--- config.mk ---
export PLATFORM = sky130hd
export DESIGN_NAME = prog_sequencer
export DESIGN_NICKNAME = d
export VERILOG_FILES = /design/src/rtl/prog_sequencer.sv
export SDC_FILE = /design/constraint.sdc
export NUM_CORES = 1
export LEC_CHECK = 0
export CAP_MARGIN = 20
export CORE_MARGIN = 4
export CORE_UTILIZATION = 57
export DETAILED_ROUTE_END_ITERATION = 6
export PLACE_DENSITY = 0.95
export RECOVER_POWER = 25
export SLEW_MARGIN = 20
export SYNTH_ARGS = -nofsm -noshare
export SYNTH_HDL_FRONTEND = slang
export SYNTH_SLANG_ARGS = --single-unit
export TNS_END_PERCENT = 30
--- constraint.sdc ---
create_clock -name clk -period 5.2 [get_ports clk]
set_input_delay 1.04 -clock clk [delete_from_list [all_inputs] [get_ports clk]]
set_output_delay 1.04 -clock clk [all_outputs]
set_load 0.1 [all_outputs]
--- src/rtl/prog_sequencer.sv ---
// prog_sequencer: walks program memory from address 0 on start, buffers returned
// words in a 2-entry FIFO and hands them to fetch as rd/data_out until HALT, end or abort.
module prog_sequencer #(
    parameter int DATA_LEN = 16,
    parameter int ADDR_W = 8,
    parameter int PROG_LEN = 256,
    parameter logic [DATA_LEN-1:0] HALT_WORD = '1
) (
    input  logic                clk,
    input  logic                rst,
    input  logic                start,
    input  logic                ready,
    input  logic                computation_end,
    output logic                mem_en,
    output logic [ADDR_W-1:0]   mem_addr,
    input  logic [DATA_LEN-1:0] mem_rdata,
    output logic                rd,
    output logic [DATA_LEN-1:0] data_out,
    output logic                busy,
    output logic                done
);
    localparam logic [1:0] S_IDLE  = 2'd0;
    localparam logic [1:0] S_RUN   = 2'd1;
    localparam logic [1:0] S_DRAIN = 2'd2;
    localparam logic [1:0] S_DONE  = 2'd3;
    localparam logic [ADDR_W-1:0] LAST = ADDR_W'(PROG_LEN - 1);

    logic [1:0]          state_q, state_d;
    logic [ADDR_W-1:0]   pc_q, pc_d;
    logic [DATA_LEN-1:0] f0_q, f0_d, f1_q, f1_d, dout_q, dout_d;
    logic [1:0]          cnt_q, cnt_d;
    logic                infl_q, infl_d, rd_q, rd_d;
    logic                active, halt_ret, push, pop, issue;
    logic [1:0]          occ;

    always_comb begin
        active   = state_q == S_RUN || state_q == S_DRAIN;
        halt_ret = infl_q && mem_rdata == HALT_WORD;
        pop      = active && !computation_end && cnt_q != 2'd0 && ready;
        push     = active && !computation_end && infl_q && !halt_ret;
        occ      = cnt_q + 2'(infl_q) - 2'(pop);
        // a returning HALT suppresses issue in the same cycle, so nothing follows it
        issue    = state_q == S_RUN && !computation_end && !halt_ret && occ < 2'd2;
        pc_d     = issue ? (pc_q == LAST ? pc_q : pc_q + ADDR_W'(1)) : pc_q;
        infl_d   = issue;
        rd_d     = pop;
        dout_d   = pop ? f0_q : dout_q;
        f0_d     = pop ? f1_q : f0_q;
        f1_d     = f1_q;
        if (push && cnt_q - 2'(pop) == 2'd0)
            f0_d = mem_rdata;
        else if (push)
            f1_d = mem_rdata;
        cnt_d    = cnt_q + 2'(push) - 2'(pop);
        state_d  = state_q;
        if (!active && start) begin
            state_d = S_RUN;
            pc_d    = '0;
            cnt_d   = 2'd0;
            infl_d  = 1'b0;
        end else if (active && computation_end) begin
            state_d = S_DONE;
            cnt_d   = 2'd0;
            infl_d  = 1'b0;
        end else if (state_q == S_RUN && ((issue && pc_q == LAST) || halt_ret))
            state_d = S_DRAIN;
        else if (state_q == S_DRAIN && cnt_q == 2'd0 && !infl_q && !pop)
            state_d = S_DONE;
    end

    always_ff @(posedge clk or negedge rst) begin
        if (!rst) begin
            state_q <= S_IDLE;
            pc_q    <= '0;
            f0_q    <= '0;
            f1_q    <= '0;
            dout_q  <= '0;
            cnt_q   <= 2'd0;
            infl_q  <= 1'b0;
            rd_q    <= 1'b0;
        end else begin
            state_q <= state_d;
            pc_q    <= pc_d;
            f0_q    <= f0_d;
            f1_q    <= f1_d;
            dout_q  <= dout_d;
            cnt_q   <= cnt_d;
            infl_q  <= infl_d;
            rd_q    <= rd_d;
        end
    end

    assign mem_en   = issue;
    assign mem_addr = pc_q;
    assign rd       = rd_q;
    assign data_out = dout_q;
    assign busy     = active;
    assign done     = state_q == S_DONE;
endmodule

== Yosys cells after proc, flatten, opt, wreduce, memory -nomap -nowiden ==
Index checks and enable logic that the tools add are counted.

* Bits in registers: 62
* Word-level logic and storage cells: 67
* Output and inout port bits: 28
* Input port bits: 21

* $lt $le $gt $ge: 1
* Reduce and logical (&&, ||, !) cells: 32
* Bitwise gates (word level): 1
* Eq/ne operators: 6
* Add/sub/neg operators: 6
* Mux-type cells: 13

{| class="wikitable"
|+ Operator list
! operator !! count
|-
| two-way mux 16 bit || 2
|-
| two-way mux 8 bit || 3
|-
| logical AND 1 bit || 17
|-
| equality test 16 bit, second input constant || 1
|-
| two-way mux 2 bit || 6
|-
| adder 8 x 1 -> 8 bit, second input constant || 1
|-
| equality test 8 bit, second input constant || 1
|-
| nonzero test 2 bit || 3
|-
| subtractor 2 x 1 -> 2 bit || 3
|-
| logical NOT 1 bit || 5
|-
| adder 2 x 1 -> 2 bit || 2
|-
| equality test 2 bit, second input constant || 2
|-
| logical NOT 2 bit || 2
|-
| AND reduction 2 bit || 2
|-
| nonzero test 4 bit || 1
|-
| equality test 2 x 1 -> 1 bit, second input constant || 1
|-
| logical OR 1 bit || 2
|-
| less-than comparator 2 bit, second input constant || 1
|-
| two-way mux 1 bit || 2
|-
| inequality test 2 x 1 -> 1 bit, second input constant || 1
|-
| inverter 1 bit || 1
|}

== Logic depth before layout (Yosys ltp) ==
* Depth after elaboration: 14
* Gate-level depth with buffers: 14
* Gate-level depth less buffers: 11

== Worst setup path before layout ==
No wires, ideal clock.

* Path kind: input-to-output
* Start point: input port computation_end
* End point: output port mem_en
* Arrival: 4.694 ns
* Cell stages on the path: 9
* Required time: 4.160 ns
* Path buffers: 2
* Path slack: -0.534 ns
* Cells stage by stage: nor2_1 -> nand2_1 -> nor2_1 -> buf_2 -> buf_2 -> ha_1 -> nor2b_1 -> xnor2_1 -> nor3_1

* Word-level cells in the longest chain between the ends: 7
* Elaborated cells on any way between the ends: 9
* Those cells by class: add/sub: 1; order compare: 1; reduce/logical: 7

{| class="wikitable"
|+ RTL lines
! element !! line !! RTL
|-
| start, declared || 13 || <nowiki>input logic computation_end,</nowiki>
|-
| logical NOT 1 bit || 39 || <nowiki>pop = active && !computation_end && cnt_q != 2'd0 && ready;</nowiki>
|-
| logical AND 1 bit (3 in series) || 39 ||
|-
| net pop || 33 || <nowiki>logic active, halt_ret, push, pop, issue;</nowiki>
|-
| subtractor 2 x 1 -> 2 bit || 41 || <nowiki>occ = cnt_q + 2'(infl_q) - 2'(pop);</nowiki>
|-
| less-than comparator 2 bit || 43 || <nowiki>issue = state_q == S_RUN && !computation_end && !halt_ret && occ < 2'd2;</nowiki>
|-
| logical AND 1 bit || 43 ||
|-
| end, declared || 14 || <nowiki>output logic mem_en,</nowiki>
|}

The timed path passes the listed nets, and every way through them passes these cells.

== Worst setup path in the final report ==
* Start point: input port computation_end
* End point: output port mem_en

* Word-level cells in the longest chain between the ends: 7
* Elaborated cells on any way between the ends: 9
* Those cells by class: add/sub: 1; order compare: 1; reduce/logical: 7

{| class="wikitable"
|+ RTL lines
! element !! line
|-
| logical NOT 1 bit (*) || 39, 43
|-
| logical AND 1 bit (3 in series) || 39
|-
| subtractor 2 x 1 -> 2 bit || 41
|-
| less-than comparator 2 bit || 43
|-
| logical AND 1 bit (*) || 43
|}

Mark *: on every way between the ends. The rest lies on a longest branch, timed or not.

==> flow_summary.json <==
{
  "drv_cap": 1,
  "run_status": "finished with violations",
  "gr-usage-all-layers": 0.213,
  "worst_path_max_delay_cell": "clkdlybuf4s50_1",
  "unrepaired_setup_endpoints_after_global_routing": "false",
  "async_reset_ff_frac": 1.00,
  "synth.cells.most_frequent": "mux2_2 (64), dfrtp_1 (62), nor2_1 (8)",
  "antenna_violating_nets_post_route": 0,
  "final_max_slew_viol_count": 63,
  "worstRegToRegCells": 11,
  "start_util": 0.599,
  "dpl.cell_count": 332,
  "violations": "max-capacitance violations, max-slew violations",
  "worstSetupStartpoint": "computation_end",
  "final_nets": 304,
  "synthesis.yosys.warnings": 0,
  "p_sw_w": 0.00106,
  "element_type_at_the_critical_path_end": "output pin",
  "critical_path.top_delay_family": "simple AND/OR/NAND/NOR gates",
  "synth_ff_type": "dfrtp_1",
  "path_max_fanout": 5,
  "cts_num_sinks": 62,
  "grt_pass1_wl_um": 10100,
  "rrSetupSlack_ns": 2.23,
  "postCtsSetupBuffers": 0,
  "coreArea_um2": 4820,
  "cp_num_cells": 9,
  "postLayoutCellArea_um2": 3660,
  "synth_most_common_cell": "mux2_2",
  "worstSetupPathType": "in2out",
  "ys_ff_latch": 62,
  "die_w_um": 79.1,
  "route.vias.total": 1976,
  "yosys.cell_types.count": 33,
  "postRouteWirelength_um": 5980,
  "synth-seq-area-share": 0.538,
  "die_h_um": 79.1,
  "synth_area_per_cell_um2": 13.0,
  "ys_top_cells_by_area": "dfrtp_1 (54%), mux2_2 (25%), ha_1 (3.0%)",
  "route.detailed.wl_per_inst_um": 17.2,
  "required_ns": 4.16,
  "fill_cells": 312,
  "setup_viol": 0,
  "rows": 25,
  "timing.critical_path.to": "mem_en",
  "n_antenna_cell": 0,
  "fp.dieArea_um2": 6260,
  "crit_buf_inv": 2,
  "max_stage_delay_ns": 0.43,
  "worst_ep_arrival_time_ns": 2.99,
  "final.setup_skew_ns": 0.00708,
  "antenna_found_initial": 0,
  "top_level_ports": 49,
  "synth_net_count": 250,
  "multi_input_comb_area_um2": 1270,
  "clock_tree.root_cell": "clkbuf_8",
  "static-leakage-power_nw": 1.66,
  "overflow": 0,
  "clock_tree.htree_level_count": 3,
  "critical_path.reg2reg.startpoint": "state_q[0]",
  "portBuffers": 48,
  "cts_buffers": 9,
  "peakVddDrop_mv": 0.499,
  "areaGrowthSynthToFinish_pct": 27.1,
  "worstSetupStartpointType": "primary input",
  "power_dens_cells_nw_per_um2": 636,
  "firstDrtPassIters": 4,
  "share_of_power_burned_in_the_clock_network": 0.196,
  "combPwrFrac": 0.481,
  "max_slew_margin": -1.14,
  "intPower_w": 0.00127,
  "period_needed_ns": 4.03,
  "placed_area_um2": 3450,
  "number_of_global_route_vias_before_repair": 2088,
  "mappedNetlistArea_um2": 2880,
  "fin_crit_sh": 0.775,
  "synth_cells": 222,
  "clock_tree.buffer_depth": 2,
  "cts_resized": 0,
  "finish.cell_count_without_fillers": 348,
  "place.detailed.hpwl_um": 3920,
  "grt_start_max_net_pins": 63,
  "drt-initial-drc-count": 136,
  "worstReg2RegEnd": "mem_addr[3]",
  "clk_pin_slew_worst_paths_ns": 0.06,
  "synth.largest_area_cell": "dfrtp_1",
  "synth_top_area_share": 0.538,
  "post_drt_via_cell_ratio": 5.68,
  "final_hold_viol_count": 0,
  "timing.setup.tns_ns": 0,
  "clock_latency_ns": 0.34,
  "cts_hold_buffers": 0,
  "clock.fmax_mhz": 248,
  "crit_chain": "clkdlybuf4s50_1, nor2_1, nand2_1, nor2_4, ha_1, nor2b_1, xnor2_1, nor3_2, buf_12",
  "gp_congestion": 0.883,
  "seq_area_um2": 1550,
  "sw_frac_of_total": 0.454,
  "synth_edf_count": 0,
  "drt_drc_violations_left": 0,
  "cts_tree": "yes",
  "worst_hold_path_type": "reg2reg",
  "pwr-share-seq": 0.323,
  "worst_pin_slew_ns": 3.20,
  "drive_gt1_frac": 0.320
}
[area by class of cell]
cell class              count  area share
clock buffers              14      0.0498
clock inverters             2      0.0102
inverters                   7     0.00717
multi-input cells         144       0.347
flip-flops and latches     62       0.423
well taps                  67      0.0229
repair buffers             52       0.140
[worst reg2reg max path, cell delays in order (launching register included)]
cell and delay [ns]:
dfrtp_1 0.39, inv_1 0.06, ha_1 0.33, nor2_1 0.20, nand2_1 0.13, nor2_4 0.10, ha_1 0.22, nor2b_1 0.14
xnor2_1 0.17, or3b_4 0.49, or4_1 0.50, a21oi_1 0.16
[power groups by stage]
stage	registers, W	clock network, W	logic (W)
final	0.000754	0.000457	0.00112
after global routing	0.000777	0.000484	0.00118
after CTS	0.000754	0.000465	0.00113
after detailed placement	0.000761	0	0.00112
after global placement	0.000750	0	0.00110
after floorplan	0.00123	0	0.000376
[cells in the final DEF, fill, tap and decap left out, types with 2 or more instances in the layout]
cell type	n
a21o_1	2
a21oi_1	7
a311oi_1	2
a31oi_1	2
and2_1	2
and3_1	5
and4_1	2
buf_4	3
clkbuf_1	2
clkbuf_8	13
clkdlybuf4s50_1	46
dfrtp_1	62
ha_1	7
inv_1	7
mux2_2	64
nand2_1	6
nand3_1	5
nand4_1	4
nor2_1	7
nor2b_1	2
nor3_1	2
nor3_2	2
o21ai_0	2
o31ai_1	5
or4_1	4
xnor2_1	3
[how the worst min path moves through the flow]
stage	from	end	depth (start not counted)
6_report	f0_q[4]	data_out[4]	1
5_1_grt	f1_q[3]	f1_q[3]	1
4_1_cts	f1_q[0]	f1_q[0]	1
3_5_place_dp	f0_q[3]	data_out[3]	1
3_3_place_gp	f0_q[2]	data_out[2]	1
2_1_floorplan	f1_q[0]	f1_q[0]	1
[registers in the layout, indices dropped and copies added, names as in the netlist]
| signal | flops |
|---|---|
| f0_q | 16 |
| rd | 1 |
| state_q | 2 |
| f1_q | 16 |
| data_out | 16 |
| mem_addr | 8 |
| infl_q | 1 |
| cnt_q | 2 |
[routing by layer]
layer / up-vias / routed length [um] / track usage
met5: - / 0 / 0
met4: 0 / 136 / 0.115
met1: 992 / 2540 / 0.258
met2: 52 / 3020 / 0.348
li1: 916 / - / -
met3: 16 / 282 / 0.0522
[cells by family after synthesis]
logic type      synth area share
simple gates              0.0972
mux                        0.250
fa+ha+maj                 0.0304
buf+inv                   0.0256
compound gates            0.0469
flops                      0.538
xor+xnor                  0.0121
[stage by stage]
stage / power, W / utilization / hold WS (ns) / setup WS, ns
6_report: 0.00233 / 0.761 / 0.502 / 1.17
5_1_grt: 0.00244 / 0.761 / 0.526 / 0.855
4_1_cts: 0.00235 / 0.762 / 0.505 / 1.18
3_5_place_dp: 0.00188 / 0.716 / 0.489 / 1.21
3_3_place_gp: 0.00185 / 0.716 / 0.485 / 1.29
2_1_floorplan: 0.00161 / - / 0.475 / 0.360
No activity file was read; power rests on OpenSTA's default activity.
